<file path="src/rtl/led_pattern_gen.sv">
// LED pattern generator: divided step clock driving binary, Gray, scan
// and PWM-breathe patterns, with hold, step pulse and heartbeat outputs.
module led_pattern_gen #(
    parameter int CLK_HZ       = 12000000,
    parameter int STEP_HZ      = 8,
    parameter int N_LEDS       = 4,
    parameter int PWM_BITS     = 8,
    parameter int BREATHE_STEP = 16
) (
    input  logic              CLK_IN,
    input  logic              RST_N_IN,
    input  logic [1:0]        MODE_IN,
    input  logic              HOLD_IN,
    output logic [N_LEDS-1:0] LED_OUT,
    output logic              HB_LED_OUT,
    output logic              STEP_OUT
);

    localparam int DIV = CLK_HZ / STEP_HZ;
    localparam int PW  = (DIV > 1) ? $clog2(DIV) : 1;
    localparam int SW  = (N_LEDS > 1) ? $clog2(N_LEDS) : 1;
    localparam int BW  = PWM_BITS + 1;

    localparam logic [PW-1:0]       PRE_LAST = PW'(DIV - 1);
    localparam logic [SW-1:0]       POS_LAST = SW'(N_LEDS - 1);
    localparam logic [PWM_BITS-1:0] DUTY_MAX = '1;
    localparam logic [BW-1:0]       STEP_W   = BW'(BREATHE_STEP);

    if (DIV < 2) begin : g_div_chk
        $error("led_pattern_gen: CLK_HZ/STEP_HZ must be >= 2");
    end
    if (N_LEDS < 1 || N_LEDS > 16) begin : g_led_chk
        $error("led_pattern_gen: N_LEDS must be 1..16");
    end
    if (PWM_BITS < 2 || PWM_BITS > 12) begin : g_pwm_chk
        $error("led_pattern_gen: PWM_BITS must be 2..12");
    end
    if (BREATHE_STEP < 1 || BREATHE_STEP >= (1 << PWM_BITS)) begin : g_bs_chk
        $error("led_pattern_gen: BREATHE_STEP out of range");
    end

    typedef enum logic [1:0] {
        M_BIN     = 2'd0,
        M_GRAY    = 2'd1,
        M_SCAN    = 2'd2,
        M_BREATHE = 2'd3
    } mode_t;

    logic [1:0]          mode_s1;
    logic [1:0]          mode_s2;
    mode_t               mode_q;
    logic [PW-1:0]       pre;
    logic [N_LEDS-1:0]   cnt;
    logic [SW-1:0]       pos;
    logic                scan_down;
    logic [PWM_BITS-1:0] duty;
    logic                br_down;
    logic [PWM_BITS-1:0] pwm_cnt;

    logic                change;
    logic                tick;
    logic [BW-1:0]       duty_up;
    logic [N_LEDS-1:0]   pat;

    // A mode change pre-empts any tick landing in the same cycle.
    assign change  = (mode_t'(mode_s2) != mode_q);
    assign tick    = (pre == PRE_LAST) && !HOLD_IN && !change;
    assign duty_up = {1'b0, duty} + STEP_W;

    always_comb begin
        pat = '0;
        unique case (mode_q)
            M_BIN:     pat = cnt;
            M_GRAY:    pat = cnt ^ (cnt >> 1);
            M_SCAN:    pat = N_LEDS'(1) << pos;
            M_BREATHE: pat = {N_LEDS{pwm_cnt < duty}};
            default:   pat = '0;
        endcase
    end

    always_ff @(posedge CLK_IN or negedge RST_N_IN) begin
        if (!RST_N_IN) begin
            mode_s1    <= '0;
            mode_s2    <= '0;
            mode_q     <= M_BIN;
            pre        <= '0;
            cnt        <= '0;
            pos        <= '0;
            scan_down  <= 1'b0;
            duty       <= '0;
            br_down    <= 1'b0;
            pwm_cnt    <= '0;
            LED_OUT    <= '0;
            HB_LED_OUT <= 1'b0;
            STEP_OUT   <= 1'b0;
        end else begin
            mode_s1  <= MODE_IN;
            mode_s2  <= mode_s1;
            mode_q   <= mode_t'(mode_s2);
            pwm_cnt  <= pwm_cnt + 1'b1;
            LED_OUT  <= pat;
            STEP_OUT <= tick;
            if (tick) HB_LED_OUT <= ~HB_LED_OUT;

            if (change) begin
                pre       <= '0;
                cnt       <= '0;
                pos       <= '0;
                scan_down <= 1'b0;
                duty      <= '0;
                br_down   <= 1'b0;
            end else if (!HOLD_IN) begin
                pre <= (pre == PRE_LAST) ? '0 : pre + 1'b1;
                if (tick) begin
                    cnt <= cnt + 1'b1;
                    // End positions turn around without dwelling twice.
                    if (N_LEDS > 1) begin
                        if (!scan_down) begin
                            if (pos == POS_LAST) begin
                                scan_down <= 1'b1;
                                pos       <= pos - 1'b1;
                            end else begin
                                pos <= pos + 1'b1;
                            end
                        end else begin
                            if (pos == '0) begin
                                scan_down <= 1'b0;
                                pos       <= pos + 1'b1;
                            end else begin
                                pos <= pos - 1'b1;
                            end
                        end
                    end
                    if (!br_down) begin
                        if (duty_up >= {1'b0, DUTY_MAX}) begin
                            duty    <= DUTY_MAX;
                            br_down <= 1'b1;
                        end else begin
                            duty <= duty_up[PWM_BITS-1:0];
                        end
                    end else begin
                        if ({1'b0, duty} <= STEP_W) begin
                            duty    <= '0;
                            br_down <= 1'b0;
                        end else begin
                            duty <= duty - STEP_W[PWM_BITS-1:0];
                        end
                    end
                end
            end
        end
    end

endmodule

</file>
<file path="config.mk">
export PLATFORM = sky130hd
export DESIGN_NAME = led_pattern_gen
export DESIGN_NICKNAME = d
export VERILOG_FILES = /design/src/rtl/led_pattern_gen.sv
export SDC_FILE = /design/constraint.sdc
export NUM_CORES = 1
export LEC_CHECK = 0
export CAP_MARGIN = 25
export CORE_ASPECT_RATIO = 0.6
export CORE_MARGIN = 1
export CORE_UTILIZATION = 50
export DETAILED_ROUTE_END_ITERATION = 10
export GPL_TIMING_DRIVEN = 0
export PLACE_DENSITY = 0.67
export RECOVER_POWER = 25
export SYNTH_ARGS = -nofsm -noshare
export SYNTH_HDL_FRONTEND = slang
export SYNTH_SLANG_ARGS = --single-unit
</file>
<file path="constraint.sdc">
create_clock -name CLK_IN -period 3.3 [get_ports CLK_IN]
set_input_delay 0.825 -clock CLK_IN [delete_from_list [all_inputs] [get_ports CLK_IN]]
set_output_delay 0.825 -clock CLK_IN [all_outputs]
set_load 0.02 [all_outputs]
</file>
==> metrics list, run 1 <==
- By area, the combinational part of the netlist is dominated by simple AND/OR/NAND/NOR gates.
* Max-slew violation total from the final report: 0
* Arithmetic-cell share of the synthesized area counting full adders, half adders and majority gates: 0.06058
* Grt ovf: 0
* Sum of routed wire length over all layers: 7099 um
- Ranking of synthesized cells by area: sky130_fd_sc_hd__dfrtp_1 44%, sky130_fd_sc_hd__ha_1 6.1%, sky130_fd_sc_hd__nand2_1 3.8%, sky130_fd_sc_hd__xnor2_1 3.7%, sky130_fd_sc_hd__a21oi_1 3.6%
* Setup repair after global routing missed its margin: false
- Top cell type's share of synthesized area: 0.4362
- Crit share post-route: 0.8052
- Sequential area share after synthesis: 0.4362
* Cts repair resizes: 0
- Fill cell instance count of the final layout: 510
* Xor/xnor cell area share of the yosys netlist: 0.05937
* Compound-cell area share of the yosys netlist: 0.1474
* Detailed-placement wirelength estimate: 5110 um
* Setup TNS: 0 ps
- In this run the deepest clock path goes through 2 buffers.
- Vias/cell: 5.934
- Clock tree skew after final layout: 5.675 ps
* Most frequent cell after synthesis: sky130_fd_sc_hd__dfrtp_1
* Number of levels the H-tree was split into: 2
- The critical path is of the flip-flop to flip-flop type.
- CP Launch Point: pre[12]
- Vias in the first global route: 2351
* CP Capture Type: flip-flop
- Entering global routing, the biggest net connects 39 pins.
- Dividing total power by cell area gives a power density of 339.2 nW/um^2.
* Average cell area after synthesis: 9.591 um^2
* Final routed wire length divided by cell count: 16.82 um
* CTS clk-pin slew, worst paths: 100 ps
* Total inserted antenna cells: 0
- CTS root buf: sky130_fd_sc_hd__clkbuf_8
* Nets in the synthesized netlist: 343
- Worst VDD drop: 0.2106 mV
* Number of core rows: 21
- Worst flop-to-flop path startpoint: pre[12]
* Post-Syn Instances: 323
- The analysis attributes to cell leakage a power of 1.349 nW.
* Core area: 5781 um^2
* Area growth, synth to finish: 9.491%
* Clock latency at the later pin of the worst-skew pair: 310 ps
* Floorplan die width: 103.6 um
* Area share of and/or/nand/nor cells after synthesis: 0.2447
- Number of synthesized register bits: 54
- Data on the critical path arrives at its endpoint at 2850 ps.
* Number of I/O pins: 11
- In the final layout, the share of cells above drive strength 1 is 0.08187.
- TritonCTS built the clock tree.
- Worst EP required: 3500 ps
* Min Clock Period, post-route: 2657 ps
* Max cap viols: 0
- The final layout contains 361 nets.
* Initial DRC Count: 227
* Number of enable-type register cells in the synthesized netlist: 0
- Synth top cells by count: 54 x sky130_fd_sc_hd__dfrtp_1, 31 x sky130_fd_sc_hd__nand2_1, 23 x sky130_fd_sc_hd__nor2_1
- Of all flip-flops after synthesis, the portion carrying an async set or reset was 1.000.
- Outcome: complete, no violations
- Rel. slew slack: 0.3148
* Clock buffer count from CTS: 5
- Distinct cell type count after synthesis: 54
- In this run the worst path has a maximum fanout of 10.
* Via count of the routed design: 2504
- Total die area: 6525 um^2
- For this configuration, the core starts out at a cell density of 0.5359.
* Hold buffer count at CTS: 0
- Hold is met by 360.7 ps.
- Post-CTS Repair Setup Buffers: 0
- Predominant post-synthesis flop cell: sky130_fd_sc_hd__dfrtp_1
- Number of endpoints failing setup at the final stage: 0
- The synthesized design spends more area on one cell type than any other, namely sky130_fd_sc_hd__dfrtp_1.
* Launching element type of the critical path: flip-flop
- Wire length of the first global-routing pass: 12160 um
* Post-DRT Antenna Nets: 0
- At the end of routability-driven placement, the weighted congestion stood at 0.8604.
* Final hold viol count: 0
* Count of yosys warnings during synthesis: 0
- Mapped Area: 3098 um^2
- Static timing analysis puts the maximum clock frequency at 376.3 MHz.
- Path category of the worst min-delay check: flip-flop to flip-flop
* PortBufs: 10
- Share of synthesized area spent on multiplexers: 0.003231
* Clock sink count: 54
* Number of antenna violations at the first check in global routing: 0
- In this run the most critical hold path is launched from mode_s1[0].
- After detailed routing, the number of remaining DRC violations is 0.
- Across every metal layer, demand over resource in global routing totals 0.2395.
- The die is 62.97 um tall.
- Number of detailed-routing iterations run before antenna repair: 5
* Worst-Margin Slew: 1018 ps
==> routing by layer <==
layer  part of all wire  vias to the layer above  global-route usage
met5                  0                        -                   0
met4             0.0038                        0             0.04891
met3              0.075                        4             0.05527
met2               0.38                       95              0.3070
met1               0.54                     1195              0.3940
li1                   -                     1210                   -
==> critical path, cell delays in order (launching register included) <==
cell and delay (ps):
sky130_fd_sc_hd__dfrtp_1 380, sky130_fd_sc_hd__buf_4 160, sky130_fd_sc_hd__or4_4 530, sky130_fd_sc_hd__nor4_4 610
sky130_fd_sc_hd__nand4_1 200, sky130_fd_sc_hd__clkbuf_1 300, sky130_fd_sc_hd__a21oi_1 250, sky130_fd_sc_hd__o22ai_1 90
==> stage by stage <==
step | std cells | power, mW | setup WS [ps] | instance area (um^2) | utilization
floorplan | 323 | 0.7260 | 1101 | 3098 | -
global placement | 413 | 0.7648 | -293.6 | 3298 | 0.5706
detailed placement | 414 | 0.7676 | 594.1 | 3313 | 0.5732
CTS | 422 | 1.165 | 671.1 | 3408 | 0.5896
global route | 422 | 1.202 | 531.9 | 3392 | 0.5868
finish | 422 | 1.151 | 642.7 | 3392 | 0.5868
==> power breakdown <==
group | leakage (nW) | internal, mW | switching (mW)
combinational | 0.581 | 0.0240 | 0.0536
sequential | 0.721 | 0.669 | 0.00446
clock | 0.0472 | 0.169 | 0.230
total | 1.35 | 0.862 | 0.288
==> layout by cell type (no fill, tap or decap), types with 3 or more instances in the layout <==
| master | netlist | layout |
|---|---|---|
| sky130_fd_sc_hd__dfrtp_1 | 54 | 54 |
| sky130_fd_sc_hd__nor2b_1 | 7 | 7 |
| sky130_fd_sc_hd__o21ai_0 | 12 | 12 |
| sky130_fd_sc_hd__a211oi_1 | 4 | 4 |
| sky130_fd_sc_hd__nand4b_1 | 3 | 3 |
| sky130_fd_sc_hd__ha_1 | 15 | 15 |
| sky130_fd_sc_hd__and3_1 | 8 | 8 |
| sky130_fd_sc_hd__and2_1 | 3 | 3 |
| sky130_fd_sc_hd__nand4_1 | 8 | 8 |
| sky130_fd_sc_hd__or3_1 | 12 | 12 |
| sky130_fd_sc_hd__nor2_1 | 23 | 23 |
| sky130_fd_sc_hd__inv_1 | 10 | 10 |
| sky130_fd_sc_hd__clkdlybuf4s50_1 | 0 | 7 |
| sky130_fd_sc_hd__clkbuf_8 | 1 | 7 |
| sky130_fd_sc_hd__nand3b_1 | 4 | 4 |
| sky130_fd_sc_hd__xnor2_1 | 13 | 13 |
| sky130_fd_sc_hd__nand2_1 | 31 | 31 |
| sky130_fd_sc_hd__xor2_1 | 8 | 8 |
| sky130_fd_sc_hd__o22ai_1 | 7 | 7 |
| sky130_fd_sc_hd__o41ai_1 | 3 | 3 |
| sky130_fd_sc_hd__a21oi_1 | 22 | 22 |
| sky130_fd_sc_hd__buf_6 | 4 | 4 |
| sky130_fd_sc_hd__nand2b_1 | 3 | 3 |
| sky130_fd_sc_hd__o2111ai_1 | 3 | 3 |
| sky130_fd_sc_hd__nand3_1 | 14 | 14 |
| sky130_fd_sc_hd__clkbuf_1 | 8 | 9 |
| sky130_fd_sc_hd__a31oi_1 | 7 | 7 |
==> cell type report <==
type | count | area (um^2) | share of cell area
multi-input cells | 242 | 1597 | 0.4707
clock buffers | 6 | 82.58 | 0.02435
well taps | 80 | 100.1 | 0.02951
clock inverters | 2 | 12.51 | 0.003689
repair buffers | 11 | 98.84 | 0.02914
flip-flops and latches | 54 | 1351 | 0.3984
plain buffers | 17 | 112.6 | 0.03320
inverters | 10 | 37.54 | 0.01107
==> final timing paths <==
path / endpoint / slack [ps] / cells past startpoint
max: pre[6] / 640 / 7
min: mode_s2[0] / 360 / 0
max reg2reg: pre[6] / 640 / 7
min reg2reg: mode_s2[0] / 360 / 0
max in group asynchronous: mode_q[0] / 1250 / 2
min in group asynchronous: pre[1] / 590 / 1
==> sequential cells by signal, indices dropped and copies added (netlist names), 2 cells and up <==
register  count
pwm_cnt       8
LED_OUT       4
mode_s2       2
mode_q        2
duty          5
pos           2
cnt           4
pre          21
mode_s1       2
==> logic make-up after synthesis <==
group,after synthesis
AO/OA/AOI/OAI,71
XOR/XNOR,21
adder cells (fa/ha/maj),15
buffers and inverters,27
flip-flops,54
multiplexers,1
AND/OR/NAND/NOR,134
(Power assumes the default switching activity.)
==> run 2: changes to the inputs <==
PLACE_DENSITY = 0.7   (was 0.67)
clock period = 2.32 ns   (was 3.3 ns; I/O delays follow)
==> run 2 against run 1 <==
Sequential power up 42%. Sequential cell count unchanged. Sequential share of layout area down 0.51 points. Cell count up 0.47%. Setup slack worse by 500 ps. Critical endpoint is now cnt[3].
==> metrics list, run 2 (synthesized netlist as in run 1, its figures left out) <==
* Outcome: complete, no violations
* Final nets: 364
- Floorplan die width: 103.6 um
- In this run the tightest slew margin relative to its limit is 0.1792.
- Vias in the first global route: 2406
- After clock tree synthesis, the clock-pin slew on the worst setup and hold paths is 100 ps.
* Number of core rows: 21
- At the end of routability-driven placement, the weighted congestion stood at 0.9465.
- Final routed wire length divided by cell count: 16.20 um
- Entering global routing, the biggest net connects 34 pins.
- Worst-Margin Slew: 1231 ps
- Category of cells accounting for the largest share of critical-path delay: simple AND/OR/NAND/NOR gates
- Register Area: 1353 um^2
- Along the worst path, the maximum fanout reaches 10.
- From synthesis to final layout, the design area changed by 11.03%.
- CP max stage delay: 570 ps
- Most common library cell in the layout ignoring fill and taps: sky130_fd_sc_hd__dfrtp_1
- Maximum achievable frequency: 459.1 MHz
* Vertical extent of the die: 62.97 um
- Registers with the most flip-flops: pre x21, pwm_cnt x8, duty x5
- Detailed routing inserted a total of 2514 vias.
- The worst setup path is of the flip-flop to flip-flop kind.
- Wire length of the first global-routing pass: 12260 um
- Clock tree synthesis found a total of 54 sinks.
- Total power per unit cell area: 464.1 nW/um^2
- For this run, the total global-route usage over all layers was measured as 0.2351.
- Setup TNS: 0 ps
* Sum of routed wire length over all layers: 6868 um
* Worst Path Arrival: 2420 ps
- Fill cell instance count of the final layout: 508
- The initial antenna violation count came to 0.
- Setup repair after global routing left no endpoint under its margin.
- Crit share post-route: 0.9390
- The slowest stage of the critical path is the sky130_fd_sc_hd__or4bb_1 cell.
- Clock tree skew after final layout: 4.563 ps
- Number of I/O pins: 11
- Once detailed placement completed, the half-perimeter wirelength came to 4933 um.
- Total die area: 6525 um^2
- PortBufs: 10
- Initial DRC Count: 162
- In the final layout, the share of cells above drive strength 1 is 0.09884.
- After detailed routing, the number of remaining DRC violations is 0.
- The core region is 5781 um^2.
- The register with the most flip-flops in the layout has 21 of them.
- At the later pin of the worst-skew pair, clock insertion delay measures 310 ps.
* CTS tree: done
* Number of levels the H-tree was split into: 2
- Worst EP required: 2560 ps
- Total area of multi-input combinational cells: 1609 um^2
- The register with the most flip-flops in the final layout is pre.
* Min Clock Period, post-route: 2178 ps
- After detailed placement, the total cell area comes to 3313 um^2.
* Post-DRT Antenna Nets: 0
- STA classifies the critical path startpoint as a flip-flop.
* Hold buffer count at CTS: 0
* Max-slew violation total from the final report: 0
* CP Capture Type: flip-flop
- Final hold viol count: 0
- VDD sags by at most 0.2421 mV.
- The top cell types in the final layout, fill and taps aside, are 53 x sky130_fd_sc_hd__dfrtp_1, 31 x sky130_fd_sc_hd__nand2_1, 23 x sky130_fd_sc_hd__nor2_1, 22 x sky130_fd_sc_hd__a21oi_1, 15 x sky130_fd_sc_hd__ha_1.
- Effective utilization at floorplan: 0.5359
* Leakage dissipation: 1.362 nW
* Total inserted antenna cells: 0
* Crit-path cells: or4bb_1, nor4_4, buf_6, nand3_4, or3_1, a21oi_1
- Critical path buffer and inverter count: 1
- Setup violations remaining at the end of the flow were counted as 0.
- Dividing the detail-routed via count by the number of cells gives 5.929.
- Max cap viols: 0
- Non-Filler Cell Area, Final: 3440 um^2
* Path category of the worst min-delay check: flip-flop to flip-flop
- For this run the aggregate overflow at the end of global routing stands at 0.
- The clock passes through at most 2 buffers.
- CTS root buf: sky130_fd_sc_hd__clkbuf_8
- On the final layout, the worst hold slack is 357.0 ps.
- The number of clock buffers added by TritonCTS is 5.
- For this run, the detailed router's first-pass iteration total came to 4.
-- run 2: worst register-to-register path: stages (launching register included) --
cell and delay (ps):
sky130_fd_sc_hd__dfrtp_1 420, sky130_fd_sc_hd__or4bb_1 570, sky130_fd_sc_hd__nor4_4 290, sky130_fd_sc_hd__buf_6 170
sky130_fd_sc_hd__nand3_4 140, sky130_fd_sc_hd__or3_1 370, sky130_fd_sc_hd__a21oi_1 140
-- run 2: worst paths after layout --
kind	start	to	slack, ps	cells after the start
max	pre[16]	cnt[3]	140	6
min	mode_s1[1]	mode_s2[1]	360	0
max reg2reg	pre[16]	cnt[3]	140	6
min reg2reg	mode_s1[1]	mode_s2[1]	360	0
max in group asynchronous	RST_N_IN	duty[4]	1030	2
min in group asynchronous	RST_N_IN	pre[1]	500	1
-- run 2: area by class of cell --
cell class                 instances  area share
timing repair buffer              14     0.04074
tap                               80     0.02910
inverter                          10     0.01091
clock buffer                       5     0.02001
multi-input combinational        242      0.4678
sequential                        54      0.3932
clock inverter                     2    0.004365
buffer                            17     0.03383
-- run 2: metal layers --
layer  GRT usage  vias to the layer above  share of wire
met2      0.3154                       72           0.38
met3     0.03545                        6          0.055
met5           0                        -              0
met4     0.05254                        0         0.0076
met1      0.3861                     1224           0.56
li1            -                     1212              -
-- run 2: what timing repair did --
action,CTS,global route
setup endpoints to repair,29,15
pin swaps,1,0
buffers inserted,3,0
gates resized for setup,0,8
-- run 2: where the power goes --
| part | internal (mW) | leakage, nW | total (mW) | switching [mW] |
|---|---|---|---|---|
| clock network | 0.207 | 0.0362 | 0.524 | 0.317 |
| logic | 0.0370 | 0.607 | 0.114 | 0.0771 |
| registers | 0.951 | 0.719 | 0.958 | 0.00660 |
-- run 2: metrics by stage --
stage	total power, mW	std cells	worst slack (ps)	util
global placement	1.087	413	-1014	0.5706
floorplan	1.033	323	120.8	-
CTS	1.618	424	4.378	0.5916
finish	1.596	424	141.6	0.5950
detailed placement	1.092	414	-246.2	0.5732
global route	1.655	424	3.818	0.5950
==> run 3: changes to the inputs <==
CELL_PAD_IN_SITES_DETAIL_PLACEMENT = 1   (was default)
CELL_PAD_IN_SITES_GLOBAL_PLACEMENT = 2   (was default)
CORE_UTILIZATION = 39   (was 50)
PLACE_DENSITY = default   (was 0.7)
PLACE_DENSITY_LB_ADDON = 0.1   (was default)
clock period = 2.2 ns   (was 2.32 ns; I/O delays follow)
==> run 3 against run 2 <==
The flow now finishes with violations (max-capacitance violations, max-slew violations). Sequential power rose by 5%. Critical path depth up 1. Routed wire length rose by 26%. First-iteration DRC count fell by 15%. Cell count is 8.7% higher. Die area grew 27%. Sequential share of layout area is 2.9 points lower. Sequential cell count stayed put. Largest cell class unchanged. Largest power group is now the clock network. Highest routed layer unchanged.
==> metrics list, run 3 (synthesized netlist as in run 1, its figures left out) <==
* Outcome: complete, but fails checks
* Violated checks: max-capacitance violations, max-slew violations
* Post-layout total power: 2.194 mW
- STA classifies the critical path endpoint as a flip-flop.
- Subtracting the final worst setup slack from the clock period gives 2172 ps.
* Max-slew violation total from the final report: 28
- After routing the design area is 3716 um^2.
- Launching element type of the critical path: flip-flop
- Worst-Margin Slew: 1608 ps
* Flip-flop count of the largest register after layout: 21
* Stages on worst setup path: 7
- Summing all flip-flop and latch instances after layout gives 1355 um^2.
- After the first detailed-routing iteration, the DRC count stood at 137.
* Post-DRT Antenna Nets: 0
* Category of cells accounting for the largest share of critical-path delay: simple AND/OR/NAND/NOR gates
- Worst EP required: 2400 ps
* Vias/cell: 5.727
- The largest single stage delay on the critical path is 550 ps.
- Across every metal layer, demand over resource in global routing totals 0.2316.
- The count of buffers added on input and output ports is 10.
- Summed over all nets, the switching power comes to 467.3 uW.
* Core area: 7477 um^2
- Max Fanout on Critical Path: 6
- The largest registers in the layout are pre x21, pwm_cnt x8, duty x5.
- Among the stages of the critical path, the cell type that occurs most often is sky130_fd_sc_hd__buf_6.
- Walking the worst path, the cells encountered are or4bb_4, nor4_4, buf_6, and3_4, buf_6, a31oi_1, o31ai_1.
- The congestion estimate from routability-driven global placement came to 0.8542.
- Placement Cell Area: 3343 um^2
- Top library cells by usage in the layout, fill and taps aside: 51 x sky130_fd_sc_hd__dfrtp_1, 31 x sky130_fd_sc_hd__nand2_1, 23 x sky130_fd_sc_hd__nor2_1, 22 x sky130_fd_sc_hd__a21oi_1, 16 x sky130_fd_sc_hd__buf_4
* Max cap viols: 1
* CTS clk-pin slew, worst paths: 70 ps
- Worst Path Arrival: 2370 ps
* Number of antenna violations at the first check in global routing: 0
- The initial utilization of the core area, before any placement, comes to 0.4143.
* Worst hold stages: 0
- The library cell used most frequently in the layout, excluding fill and tap cells, is sky130_fd_sc_hd__dfrtp_1.
* Floorplan die width: 117.1 um
- Worst-path cell with the longest stage delay: sky130_fd_sc_hd__or4bb_4
* CTS root buf: sky130_fd_sc_hd__clkbuf_16
* Number of levels the H-tree was split into: 2
- For this run, the detailed router's first-pass iteration total came to 4.
- Detailed-placement wirelength estimate: 6102 um
- Number of core rows: 24
* Clock tree skew after final layout: 5.853 ps
- Final nets: 376
- Total area of multi-input combinational cells: 1640 um^2
- Setup repair after global routing could not meet its margin everywhere.
* Worst VDD drop: 0.3372 mV
* Vertical extent of the die: 71.04 um
- For this run, design rule violations remaining after detail routing come to 0.
* Fill cell instance count of the final layout: 826
- For this design the top-level I/O count stands at 11.
- Relative to the synthesized area, the layout overhead comes to 19.95%.
- The clock drives 54 sinks.
- Measured against its own limit, the worst slew margin works out to -0.07208.
- The share of total power dissipated in the clock network is 0.482.
* Fraction of final layout cells sized beyond drive strength 1: 0.1569
- Clock tree synthesis inserted a total of 5 buffers.
* Total die area: 8315 um^2
* Final cell utilization of the core: 0.4970
- The longest clock path from root to sink contains 2 buffers.
- Critical path buffer and inverter count: 2
- Grt ovf: 0
- At the placement stage, the worst setup path has a slack of -429.0 ps.
- Register name with the most flops: pre
- The worst register-to-register path has a depth of 7.
* Setup TNS: 0 ps
- TritonCTS built the clock tree.
- The number of hold-slack violations in the final timing report is 0.
* Type of the setup path with the least slack: flip-flop to flip-flop
- Clock latency at the later pin of the worst-skew pair: 300 ps
- Switching share of total power: 0.2130
- Internal power comes to 1.727 mW.
* Leakage dissipation: 1.520 nW
- Number of endpoints failing setup at the final stage: 0
* Maximum achievable frequency: 460.5 MHz
* Maximum number of pins on one net before global-route repair: 29
- In the post-route analysis, the smallest setup slack over all paths is 28.39 ps.
* Register share of total power: 0.460
* Total inserted antenna cells: 0
- Wire length of the first global-routing pass: 14530 um
- The routed layout has 2640 vias.
- The share of total power dissipated in combinational logic is 0.058.
- In the final routed layout, each cell accounts on average for 18.80 um.
* Sum of routed wire length over all layers: 8666 um
* Path category of the worst min-delay check: flip-flop to flip-flop
- Vias in the first global route: 2724
* Total power per unit cell area: 590.5 nW/um^2
- Of the available clock period, the critical path in the final layout requires 0.9871.
run 3: path summary, 6_finish.rpt:
path	start	endpoint	slack, ps
hold reg to reg	mode_s1[0]	mode_s2[0]	360
min in group asynchronous	RST_N_IN	pre[13]	640
max in group asynchronous	RST_N_IN	pre[0]	510
setup reg to reg	pre[10]	duty[2]	30
setup / recovery	pre[10]	duty[2]	30
hold / removal	mode_s1[0]	mode_s2[0]	360
run 3: worst reg2reg max path: cells and delay by family (launching register included):
kind / cells / cell delay [ps]
and+or+nand+nor: 3 / 1010
DFF: 1 / 410
AOI/OAI and AO/OA: 2 / 360
buffers and inverters: 2 / 280
run 3: per-layer routing:
layer  GRT usage  vias up  part of all wire
met2      0.3254       37              0.40
met3     0.05398        8             0.048
met1      0.3592     1359              0.54
li1            -     1236                 -
met4     0.04501        0            0.0083
met5           0        -                 0
run 3: power groups by stage:
stage | sequential [mW] | combinational [mW] | clock (mW)
after global placement | 1.03 | 0.123 | 0
after floorplan | 1.03 | 0.0560 | 0
after CTS | 1.01 | 0.128 | 1.08
final | 1.01 | 0.126 | 1.06
after detailed placement | 1.03 | 0.127 | 0
after global routing | 1.01 | 0.140 | 1.11
run 3: final cells by class:
cell class | instances | area share
Multi-Input combinational cell | 242 | 0.4414
Sequential cell | 54 | 0.3646
Timing Repair Buffer | 26 | 0.06195
Clock buffer | 6 | 0.03737
Tap cell | 104 | 0.03502
Buffer | 17 | 0.03266
Clock inverter | 2 | 0.01616
Inverter | 10 | 0.01077
run 3: stage by stage:
stage                     cells  hold slack (ps)
after floorplan             323            254.4
after global placement      437            333.4
after detailed placement    438            342.0
after CTS                   450            304.6
after global routing        461            380.6
final                       461            356.9
run 3: timing repair:
action	in CTS	in global routing
pin swaps	2	5
setup endpoints to repair	32	18
hold buffers	0	0
resized for setup	8	12
buffers inserted	4	11
